$ cat config.mk
export PLATFORM = sky130hd
export DESIGN_NAME = ram_arbiter
export DESIGN_NICKNAME = d
export VERILOG_FILES = /design/src/rtl/ram_arbiter.sv
export SDC_FILE = /design/constraint.sdc
export NUM_CORES = 1
export LEC_CHECK = 0
export ABC_AREA = 1
export BUFFER_PORTS_ARGS = -buffer_cell sky130_fd_sc_hd__buf_2
export CAP_MARGIN = 10
export CELL_PAD_IN_SITES_DETAIL_PLACEMENT = 0
export CELL_PAD_IN_SITES_GLOBAL_PLACEMENT = 1
export CORE_ASPECT_RATIO = 1.4
export CORE_MARGIN = 5
export CORE_UTILIZATION = 34
export DETAILED_ROUTE_END_ITERATION = 10
export HOLD_SLACK_MARGIN = 0.06
export PLACE_DENSITY = 0.81
export SETUP_SLACK_MARGIN = 0.15
export SLEW_MARGIN = 20
export SYNTH_ARGS = -nofsm -noshare
export SYNTH_HDL_FRONTEND = slang
export SYNTH_SLANG_ARGS = --single-unit
$ cat constraint.sdc
create_clock -name clk -period 5.5 [get_ports clk]
set_input_delay 1.65 -clock clk [delete_from_list [all_inputs] [get_ports clk]]
set_output_delay 1.65 -clock clk [all_outputs]
set_load 0.02 [all_outputs]
$ cat src/rtl/ram_arbiter.sv
// Purpose: round-robin arbiter/sequencer putting two masters' read/write commands onto one RAM port.
// Latency: command accepted in cycle T drives the RAM in T+1; read response appears in T+1+RD_LAT.
// Backpressure: at most one mN_req_ready per cycle, from valids and FSM; responses cannot be stalled.
module ram_arbiter #(
    parameter int ADDR_W    = 8,
    parameter int DATA_W    = 8,
    parameter int RD_LAT    = 1,
    parameter int MAX_BURST = 4
) (
    input  logic              clk,
    input  logic              rst,

    input  logic              m0_req_valid,
    output logic              m0_req_ready,
    input  logic              m0_req_we,
    input  logic [ADDR_W-1:0] m0_req_addr,
    input  logic [DATA_W-1:0] m0_req_wdata,
    output logic              m0_rsp_valid,
    output logic [DATA_W-1:0] m0_rsp_rdata,

    input  logic              m1_req_valid,
    output logic              m1_req_ready,
    input  logic              m1_req_we,
    input  logic [ADDR_W-1:0] m1_req_addr,
    input  logic [DATA_W-1:0] m1_req_wdata,
    output logic              m1_rsp_valid,
    output logic [DATA_W-1:0] m1_rsp_rdata,

    output logic              ram_we,
    output logic [ADDR_W-1:0] ram_wr_addr,
    output logic [DATA_W-1:0] ram_wr_din,
    output logic              ram_re,
    output logic [ADDR_W-1:0] ram_rd_addr,
    input  logic [DATA_W-1:0] ram_rd_dout
);

    localparam int CNT_W = $clog2(MAX_BURST + 1);
    localparam logic [CNT_W-1:0] MAX_CNT = CNT_W'(MAX_BURST);

    localparam logic [1:0] IDLE = 2'd0;
    localparam logic [1:0] OWN0 = 2'd1;
    localparam logic [1:0] OWN1 = 2'd2;

    logic [1:0]       state;
    logic [CNT_W-1:0] burst_cnt;
    logic             last;       // master granted most recently (1 after reset so m0 wins first tie)

    logic             gnt0;
    logic             gnt1;
    logic             any_gnt;
    logic             g_we;
    logic [ADDR_W-1:0] g_addr;
    logic [DATA_W-1:0] g_wdata;
    logic [1:0]       g_state;

    logic             rd_tag;     // owner of the read currently on ram_re
    logic [RD_LAT-1:0] pipe_vld;
    logic [RD_LAT-1:0] pipe_tag;
    logic [RD_LAT:0]   vld_ext;
    logic [RD_LAT:0]   tag_ext;

    // Grant decision: single requester always wins; on a tie the owner keeps
    // the port until its burst is exhausted, otherwise the non-last master wins.
    always_comb begin
        gnt0 = 1'b0;
        gnt1 = 1'b0;
        if (rst) begin
            if (m0_req_valid && !m1_req_valid) begin
                gnt0 = 1'b1;
            end else if (m1_req_valid && !m0_req_valid) begin
                gnt1 = 1'b1;
            end else if (m0_req_valid && m1_req_valid) begin
                case (state)
                    OWN0: begin
                        if (burst_cnt < MAX_CNT) gnt0 = 1'b1;
                        else                     gnt1 = 1'b1;
                    end
                    OWN1: begin
                        if (burst_cnt < MAX_CNT) gnt1 = 1'b1;
                        else                     gnt0 = 1'b1;
                    end
                    default: begin
                        if (last) gnt0 = 1'b1;
                        else      gnt1 = 1'b1;
                    end
                endcase
            end
        end
    end

    assign m0_req_ready = gnt0;
    assign m1_req_ready = gnt1;
    assign any_gnt      = gnt0 | gnt1;
    assign g_we         = gnt1 ? m1_req_we    : m0_req_we;
    assign g_addr       = gnt1 ? m1_req_addr  : m0_req_addr;
    assign g_wdata      = gnt1 ? m1_req_wdata : m0_req_wdata;
    assign g_state      = gnt1 ? OWN1 : OWN0;

    // Ownership FSM and burst counter; a grant to a new owner restarts the burst at 1.
    always_ff @(posedge clk) begin
        if (!rst) begin
            state     <= IDLE;
            burst_cnt <= '0;
            last      <= 1'b1;
        end else if (!any_gnt) begin
            state     <= IDLE;
            burst_cnt <= '0;
        end else begin
            last <= gnt1;
            if (state == g_state) begin
                if (burst_cnt != MAX_CNT) burst_cnt <= burst_cnt + CNT_W'(1);
            end else begin
                state     <= g_state;
                burst_cnt <= CNT_W'(1);
            end
        end
    end

    // Register the granted command onto the RAM port; enables are single-cycle pulses.
    always_ff @(posedge clk) begin
        if (!rst) begin
            ram_we      <= 1'b0;
            ram_re      <= 1'b0;
            ram_wr_addr <= '0;
            ram_wr_din  <= '0;
            ram_rd_addr <= '0;
            rd_tag      <= 1'b0;
        end else begin
            ram_we <= any_gnt & g_we;
            ram_re <= any_gnt & ~g_we;
            if (any_gnt && g_we) begin
                ram_wr_addr <= g_addr;
                ram_wr_din  <= g_wdata;
            end
            if (any_gnt && !g_we) begin
                ram_rd_addr <= g_addr;
                rd_tag      <= gnt1;
            end
        end
    end

    assign vld_ext = {pipe_vld, ram_re};
    assign tag_ext = {pipe_tag, rd_tag};

    // Read-tag pipe: follows the RAM read latency so each response lands on its issuer.
    always_ff @(posedge clk) begin
        if (!rst) begin
            pipe_vld <= '0;
            pipe_tag <= '0;
        end else begin
            pipe_vld <= vld_ext[RD_LAT-1:0];
            pipe_tag <= tag_ext[RD_LAT-1:0];
        end
    end

    // Gating with rst suppresses a response whose read was in flight when reset hit.
    assign m0_rsp_valid = rst & pipe_vld[RD_LAT-1] & ~pipe_tag[RD_LAT-1];
    assign m1_rsp_valid = rst & pipe_vld[RD_LAT-1] &  pipe_tag[RD_LAT-1];
    assign m0_rsp_rdata = ram_rd_dout;
    assign m1_rsp_rdata = ram_rd_dout;

endmodule

==> Word-level counts from Yosys, hierarchy flattened <==
Index checks and enable logic that the tools add are counted.
{ "word_totals": {"ff_bits": 35, "inputBits": 46, "out_inout_bits": 46, "word_cells": 57} }
{ "classes": {"n_addsub": 1, "order_cmp": 1, "eq_ne": 5, "n_mux": 20, "bitwise": 8, "reduce_logical": 10} }
{ "op_table": {"columns": ["op", "count"], "rows": [
  ["$mux W8", 2],
  ["$mux W1", 15],
  ["$and A1 B1 Y1", 5],
  ["$logic_and A1 B1 Y1", 5],
  ["$pmux W1 S2", 2],
  ["$add A3 B1 Y3 const B", 1],
  ["$logic_not A1 Y1", 3],
  ["$lt A3 B3 Y1 const B", 1],
  ["$ne A3 B3 Y1 const B", 1],
  ["$reduce_and A3 Y1", 1],
  ["$eq A2 B1 Y1 const B", 1],
  ["$eq A2 B2 Y1", 1],
  ["$eq A2 B2 Y1 const B", 1],
  ["$mux W2", 1],
  ["$ne A2 B1 Y1 const B", 1],
  ["$not A1 Y1", 2],
  ["$reduce_and A2 Y1", 1],
  ["$or A1 B1 Y1", 1]
]} }

==> Depth between registers and ports, before layout <==
Gate-level depths: netlist of the first run.
{ "logic_depth": {"word_depth": 10, "depth_mapped": 14, "depth_no_buf": 13} }

==> Worst setup path before layout of the first run <==
No wires, ideal clock.
{ "synth_timing": {"path_kind": "input-to-output", "from": "in m0_req_valid", "to": "out m1_req_ready", "arrival_time_ps": 2335, "required_ps": 3850, "setup_slack_ps": 1515, "stages": 5, "cell_sequence": "inv_1 -> a21oi_2 -> nand2_4 -> nand2_8 -> clkinv_1"} }
{ "synth_between": {"elab_chain_len": 5, "word_cells_on_any_way": 8} }
{ "synth_rtl": {"columns": ["item", "line", "source"], "rows": [
  ["from (decl)", "13", "input logic m0_req_valid,"],
  ["$logic_and A1 B1 Y1 or $logic_not A1 Y1 (tied branches)", "72, 70", null],
  ["$mux W1 or $logic_and A1 B1 Y1 (tied branches)", "72, 70", null],
  ["$mux W1", "70", "end else if (m1_req_valid && !m0_req_valid) begin"],
  ["$mux W1 (*)", "68", "if (m0_req_valid && !m1_req_valid) begin"],
  ["$mux W1 (*)", "67", "if (rst) begin"],
  ["to (decl)", "22", "output logic m1_req_ready,"]
]} }
Every way passes the cells marked *; elsewhere a longest branch is shown, timed or not.

==> Worst setup path in the final report of the first run <==
Ends and elaborated chain as after synthesis.

==> run metrics, run 1 <==
status complete, no violations; Inserted Diodes 0; largest net degree at the start of global routing 37; clock root buffer clkbuf_8; Final ANT Viol Nets 0; Area Overhead vs Synth 14.93%; synth warn 0; vias 1828; Synth top area share 34.27%; # fillers 654; clk_lat worst skew 0.28 ns; setup TNS 0 ns; mapped cell area 2044 um2; end of the critical path m1_req_ready; Crit. Startpoint m0_req_valid; commonest non-fill, non-tap cell in the layout nand2_1; Wirelength per Cell 11.23 um; CTS Buf Count 5; HP Class reg2reg; 1st-iter DRT viols 81; most frequent cells in the layout nand2_1, buf_2, nor2_1, dfxtp_1, inv_1; Core Area 5863 um2; CP max FO 24; Tot Pwr 640.1 uW; hpwl dp 3.515 mm; Critical Path AT 2.84 ns; # H-tree levels 2; vias per cell 4.394; remaining global-route overflow 0; Post-CTS Hold Fix Bufs 0; row count 33; Seq/Total Area, Yosys 34.27%; worst-margin pin slew 0.2954 ns; ys flop type dfxtp_1; Max IR drop VDD 0.0001554 V; async set-reset flop share out of synthesis 0%; die span in x 75.54 um; Tcrit/Tclk final 81.57%; worst path required time 3.85 ns; Cell Pwr Density 272.4 nW/um2; share of layout cells above drive strength 1 26.30%; area leader, netlist dfxtp_1; final setup vio count 0; Syn Nets 349; Clock Sinks 35; final hold vios 0; number of synthesized flops with an enable pin 0; number of global-route vias before repair 1818; FF-to-FF path depth 10; Critical Path Start Type primary input; routability cong. 0.7677; DRT Pass-1 Iters 6; hold slack 0.4356 ns; Slew Viols, Final 0; pre-CTS setup slack 1.004 ns; Final Non-Filler Cells 416; Synth area leaders dfxtp_1, nand2_1, nor2_1, buf_4, inv_1; max-cap violation count 0; CTS resizes 0; die height 101.8 um; clock transition at the registers of the reported paths 0.07 ns; starting density of the core 34.87%; gr usage total 13.43%; Layout Skew 0.004532 ns; DRC errors left 0; setup bufs post-CTS 0; CTS max path bufs 2; final wirelength 4.671 mm; #FFs+latches synth 35; Syn Area/Cell 6.838 um2; initial antenna violation count 0; Critical R2R Launch state[0]$_SDFFE_PN0P_; Final Worst Setup Slack 1.014 ns; critical path type in2out; r2r endpoint ram_wr_din[5]$_SDFFE_PN0P_; Fmax 0.2229 GHz; first-pass GRT wire length 8.038 mm; reg2reg setup slack 3.46 ns; Final Critical Period 4.486 ns; Pleak 1.309 nW; unrepaired setup endpoints after global routing false; number of port buffers 67; io pins 92; dpl cells 408; TritonCTS clock tree done; full die area 7686 um2; # nets final 395; crit end category output pin; synth unique cells 26; Slew headroom 80.28%; Cells after Synth 299
## cell type report
class / count / area [um2] / share of cell area, %
Sequential cell: 35 / 700.7 / 29.82
Tap cell: 70 / 87.58 / 3.727
Clock inverter: 2 / 12.51 / 0.5325
Timing Repair Buffer: 68 / 342.8 / 14.59
Clock buffer: 6 / 72.57 / 3.088
Multi-Input combinational cell: 197 / 991.0 / 42.17
Inverter: 38 / 142.6 / 6.070
## cell usage after synthesis, types with 3 or more instances
library cell and count:
a21oi_1 16, nand3b_1 9, dfxtp_1 35, inv_1 34, inv_2 3, nand2_8 4
buf_6 4, buf_2 6, o21ai_0 3, buf_4 17, nand3_1 19, nor2_1 38
nand2_1 91, ha_1 4, nand2_4 3
## per-stage QoR
stage          util [%]  cell area, um2
2_1_floorplan         -            2044
6_report          40.08            2350
4_1_cts           40.08            2350
5_1_grt           40.08            2350
3_5_place_dp      38.63            2265
3_3_place_gp      38.63            2265
## power by group
part | switching (mW) | internal (mW)
Sequential | 0.0111 | 0.277
Clock | 0.0903 | 0.0884
Combinational | 0.112 | 0.0614
## metal layers
layer | global-route usage (%) | routed length [um] | vias up
met4 | 6.191 | 120 | 0
li1 | - | - | 980
met5 | 0 | 0 | -
met3 | 5.362 | 546 | 11
met2 | 20.09 | 2010 | 71
met1 | 16.70 | 1994 | 766
## kinds of logic after synthesis
group	synth area share [%]
AOI/OAI and AO/OA	5.814
DFF	34.27
and+or+nand+nor	39.78
xor gates and xnor gates	0.4285
adders and majority gates	2.448
buffers and inverters	17.26
## worst min-delay path by stage
stage                         from                  end  slack, ns  depth (start not counted)
2_1_floorplan  rd_tag$_SDFFE_PN0P_  pipe_tag$_SDFF_PN0_       0.40                          2
3_3_place_gp   rd_tag$_SDFFE_PN0P_  pipe_tag$_SDFF_PN0_       0.42                          2
3_5_place_dp   rd_tag$_SDFFE_PN0P_  pipe_tag$_SDFF_PN0_       0.43                          2
4_1_cts        rd_tag$_SDFFE_PN0P_  pipe_tag$_SDFF_PN0_       0.44                          2
5_1_grt        rd_tag$_SDFFE_PN0P_  pipe_tag$_SDFF_PN0_       0.47                          2
6_report       rd_tag$_SDFFE_PN0P_  pipe_tag$_SDFF_PN0_       0.44                          2
## sequential cells by signal, summed over array words and instances (netlist names)
name,flops
ram_wr_addr,8
last,1
ram_rd_addr,8
ram_wr_din,8
ram_re,1
pipe_vld,1
state,2
rd_tag,1
ram_we,1
burst_cnt,3
pipe_tag,1
## critical path: stages
cell      delay [ns]
buf_2           0.07
inv_1           0.05
a21oi_2         0.16
nand2_4         0.16
nand2_8         0.21
clkinv_1        0.28
buf_2           0.25
(Power assumes the default switching activity.)
==> inputs of run 2 (changes only) <==
--- a/config.mk
+++ b/config.mk
@@ -12,10 +12,10 @@
 export CELL_PAD_IN_SITES_GLOBAL_PLACEMENT = 1
 export CORE_ASPECT_RATIO = 1.4
 export CORE_MARGIN = 5
-export CORE_UTILIZATION = 34
+export CORE_UTILIZATION = 32
 export DETAILED_ROUTE_END_ITERATION = 10
 export HOLD_SLACK_MARGIN = 0.06
-export PLACE_DENSITY = 0.81
+export PLACE_DENSITY = 0.76
 export SETUP_SLACK_MARGIN = 0.15
 export SLEW_MARGIN = 20
 export SYNTH_ARGS = -nofsm -noshare
==> constraint.sdc (replaced) <==
create_clock -name clk -period 4.4 [get_ports clk]
set_input_delay 1.32 -clock clk [delete_from_list [all_inputs] [get_ports clk]]
set_output_delay 1.32 -clock clk [all_outputs]
set_load 0.02 [all_outputs]
==> run metrics, run 2 (same netlist as run 1, synthesis figures left out) <==
Final Critical Period 3.823 ns; Area Overhead vs Synth 16.40%; initial antenna violation count 0; Critical Path AT 2.50 ns; remaining global-route overflow 0; Sw Share 31.46%; Final Non-Filler Cells 418; Clock power frac 33.2%; Inserted Diodes 0; hpwl dp 3.597 mm; TritonCTS clock tree done; HP Class reg2reg; reg2reg setup slack 2.35 ns; Final ANT Viol Nets 0; Post-CTS Hold Fix Bufs 0; Max IR drop VDD 0.0001678 V; largest net degree at the start of global routing 37; Critical R2R Launch state[0]$_SDFFE_PN0P_; Critical Path Start Type primary input; max-cap violation count 0; worst path required time 3.08 ns; share of layout cells above drive strength 1 26.59%; Cell Pwr Density 362.2 nW/um2; r2r endpoint ram_wr_din[6]$_SDFFE_PN0P_; final hold vios 0; DRC errors left 0; Slew Viols, Final 0; final setup vio count 0; die span in x 77.56 um; setup TNS 0 ns; CTS Buf Count 5; crit-path most repeated cell buf_2; CP max FO 24; 1st-iter DRT viols 75; starting density of the core 32.92%; vias per cell 4.340; biggest regs ram_rd_addr (8), ram_wr_addr (8), ram_wr_din (8); first-pass GRT wire length 8.286 mm; Switch Pwr 271.2 uW; hold_sp rd_tag$_SDFFE_PN0P_; most frequent cells in the layout nand2_1, buf_2, nor2_1, dfxtp_1, inv_1; # nets final 395; number of global-route vias before repair 1807; status complete, no violations; vias 1814; CTS resizes 0; clock transition at the registers of the reported paths 0.07 ns; CP cell instances buf_2 -> inv_1 -> a21oi_2 -> nand2_4 -> nand2_8 -> clkinv_1 -> buf_2; Layout Skew 0.007915 ns; Clock Sinks 35; Fmax 0.2616 GHz; hold slack 0.4385 ns; DRT Pass-1 Iters 4; Hold EP pipe_tag$_SDFF_PN0_; unrepaired setup endpoints after global routing false; slowest CP cell clkinv_1; Core Area 6211 um2; routability cong. 0.7584; final wirelength 4.725 mm; die height 104.6 um; Slew headroom 79.99%; number of port buffers 67; crit end category output pin; setup bufs post-CTS 0; worst-margin pin slew 0.3002 ns; FF-to-FF path depth 10; full die area 8110 um2; Tcrit/Tclk final 86.88%; Int Pwr 590.8 uW; # H-tree levels 2; clk_lat worst skew 0.28 ns; Worst path max stage delay 0.27 ns; dpl cells 410; Worst Hold Path Cells 2; Pleak 1.326 nW; CTS max path bufs 2; clock root buffer clkbuf_8; sequential power share 41.7%; io pins 92; Wirelength per Cell 11.30 um; part of the power in combinational logic 25.1%; commonest non-fill, non-tap cell in the layout nand2_1; row count 34; gr usage total 12.33%; critical path type in2out
## run 2: per-stage QoR
stage / worst slack, ns / utilization, % / total power [mW] / area [um2]
floorplan: 1.075 / - / 0.5517 / 2044
detailed placement: 0.5565 / 36.50 / 0.5872 / 2267
finish: 0.5774 / 38.32 / 0.8620 / 2380
global route: 0.3990 / 38.32 / 0.9206 / 2380
global placement: 0.5932 / 36.50 / 0.5865 / 2267
CTS: 0.5482 / 38.32 / 0.8810 / 2380
## run 2: power by group through the flow
stage | Sequential (mW) | Combinational [mW] | Clock [mW]
6_report | 0.359 | 0.216 | 0.286
5_1_grt | 0.364 | 0.247 | 0.310
4_1_cts | 0.360 | 0.221 | 0.300
3_5_place_dp | 0.367 | 0.221 | 0
3_3_place_gp | 0.366 | 0.220 | 0
2_1_floorplan | 0.394 | 0.158 | 0
## run 2: how the worst max path moves through the flow
| stage | slack (ns) | from | to |
|---|---|---|---|
| 4_1_cts | 0.55 | m0_req_valid | m1_req_ready |
| 5_1_grt | 0.40 | m0_req_valid | m1_req_ready |
| 2_1_floorplan | 1.08 | m0_req_valid | m1_req_ready |
| 3_5_place_dp | 0.56 | m0_req_valid | m1_req_ready |
| 6_report | 0.58 | m0_req_valid | m1_req_ready |
| 3_3_place_gp | 0.59 | m0_req_valid | m1_req_ready |
## run 2: metal layers
layer | track usage [%] | part of all wire, % | up-vias
met2 | 19.58 | 46 | 57
met1 | 15.05 | 43 | 768
met4 | 3.808 | 1.1 | 0
met5 | 0 | 0 | -
li1 | - | - | 985
met3 | 5.250 | 9.7 | 4
## run 2: final cells by class
class                   count  area, um2
clock inverters             3      43.79
repair buffers             68      342.8
flip-flops and latches     35      700.7
inverters                  38      142.6
fillers                   702       3831
well taps                  72      90.09
multi-input cells         197      991.0
clock buffers               5      68.82
## run 2: worst max-delay path: cells and delay by family
kind            cells  cell delay, ns
buf+inv             4            0.64
simple gates        2            0.37
compound gates      1            0.17
==> inputs of run 3 (changes only) <==
--- a/config.mk
+++ b/config.mk
@@ -10,7 +10,6 @@
 export CAP_MARGIN = 10
 export CELL_PAD_IN_SITES_DETAIL_PLACEMENT = 0
 export CELL_PAD_IN_SITES_GLOBAL_PLACEMENT = 1
-export CORE_ASPECT_RATIO = 1.4
 export CORE_MARGIN = 5
 export CORE_UTILIZATION = 32
 export DETAILED_ROUTE_END_ITERATION = 10
==> run metrics, run 3 (same netlist as run 1, synthesis figures left out) <==
first-pass GRT wire length 8.204 mm; CTS resizes 0; Slew Viols, Final 0; initial antenna violation count 0; CTS Buf Count 5; Inserted Diodes 0; remaining global-route overflow 0; # nets final 395; row count 29; max-cap violation count 0; setup TNS 0 ns; Final Non-Filler Cells 423; Core Area 6277 um2; CP max FO 24; 1st-iter DRT viols 95; final setup vio count 0; HP Class reg2reg; TritonCTS clock tree done; number of port buffers 67; worst-margin pin slew 0.3021 ns; critical path type in2out; Wirelength per Cell 11.48 um; CP cell instances buf_2 -> inv_1 -> a21oi_2 -> nand2_4 -> nand2_8 -> clkinv_1 -> buf_2; clk_lat worst skew 0.29 ns; crit-path most repeated cell buf_2; biggest regs ram_rd_addr (8), ram_wr_addr (8), ram_wr_din (8); vias 1842; Fmax 0.2609 GHz; final hold vios 0; Cell Pwr Density 348.7 nW/um2; final wirelength 4.855 mm; Buf/Inv on CP 4; Slew headroom 79.83%; Final ANT Viol Nets 0; Max IR drop VDD 0.00009707 V; commonest non-fill, non-tap cell in the layout nand2_1; io pins 92; status complete, no violations; crit end category output pin; dpl cells 415; DRC errors left 0; Clock Sinks 35; gr usage total 12.15%; largest net degree at the start of global routing 37; Final Critical Period 3.833 ns; Post-CTS Hold Fix Bufs 0; die height 89.93 um; Pleak 1.316 nW; full die area 8087 um2; Area Overhead vs Synth 15.85%; number of global-route vias before repair 1791; CTS max path bufs 2; Critical Path AT 2.51 ns; vias per cell 4.355; die span in x 89.93 um; most frequent cells in the layout nand2_1, buf_2, nor2_1, dfxtp_1, inv_1; Layout Skew 0.01077 ns; share of layout cells above drive strength 1 26.30%; worst path required time 3.08 ns; Worst path max stage delay 0.28 ns; unrepaired setup endpoints after global routing false; setup bufs post-CTS 0; DRT Pass-1 Iters 4; clock root buffer clkbuf_8; # H-tree levels 2; clock transition at the registers of the reported paths 0.08 ns; Tcrit/Tclk final 87.12%; slowest CP cell clkinv_1; Critical Path Start Type primary input; starting density of the core 32.57%; routability cong. 0.7761; hpwl dp 3.528 mm; Largest delay share family, worst path buffers and inverters
## run 3: changes by cell type in the layout (fill, tap and decap cells not counted), sizes merged
cell / change
clkbuf: +2
clkinv: -1
bufinv: -1
## run 3: final cells by class
class,instances,area [um2]
clock buffer,7,86.33
clock inverter,1,8.758
fill,718,3909
inverter,38,142.6
multi-input combinational,197,991.0
sequential,35,700.7
tap,77,96.34
timing repair buffer,68,342.8
## run 3: per-layer routing
metal / routed length (um) / GRT usage [%] / up-vias
li1: - / - / 983
met1: 2238 / 14.97 / 800
met2: 2225 / 19.70 / 50
met3: 289 / 3.673 / 9
met4: 101 / 4.963 / 0
met5: 0 / 0 / -
## run 3: path summary, 6_finish.rpt
path	from	end	slack, ns	depth (start not counted)
max reg2reg	state[0]$_SDFFE_PN0P_	ram_wr_din[2]$_SDFFE_PN0P_	2.35	10
min reg2reg	rd_tag$_SDFFE_PN0P_	pipe_tag$_SDFF_PN0_	0.44	2
min	rd_tag$_SDFFE_PN0P_	pipe_tag$_SDFF_PN0_	0.44	2
max	m0_req_valid	m1_req_ready	0.57	7
## run 3: report_power, final
group	total, mW	switching [mW]	internal (mW)
Combinational	0.218	0.141	0.0767
Clock	0.248	0.120	0.128
Sequential	0.360	0.0144	0.346
Total	0.826	0.275	0.550
## run 3: through the flow
| step | hold WS (ns) | utilization, % | cell area (um2) | power, mW | worst slack (ns) |
|---|---|---|---|---|---|
| after global placement | 0.4228 | 36.22 | 2273 | 0.5866 | 0.5816 |
| final | 0.4393 | 37.73 | 2369 | 0.8259 | 0.5669 |
| after detailed placement | 0.4353 | 36.22 | 2273 | 0.5873 | 0.5738 |
| after floorplan | 0.4001 | - | 2044 | 0.5517 | 1.075 |
| after CTS | 0.4487 | 37.73 | 2369 | 0.8373 | 0.5697 |
| after global routing | 0.4828 | 37.73 | 2369 | 0.8791 | 0.4567 |
## run 3: tightest hold or removal path, stage by stage (launching register included)
cell     delay, ns
dfxtp_1       0.31
nand2_1       0.06
inv_1         0.05
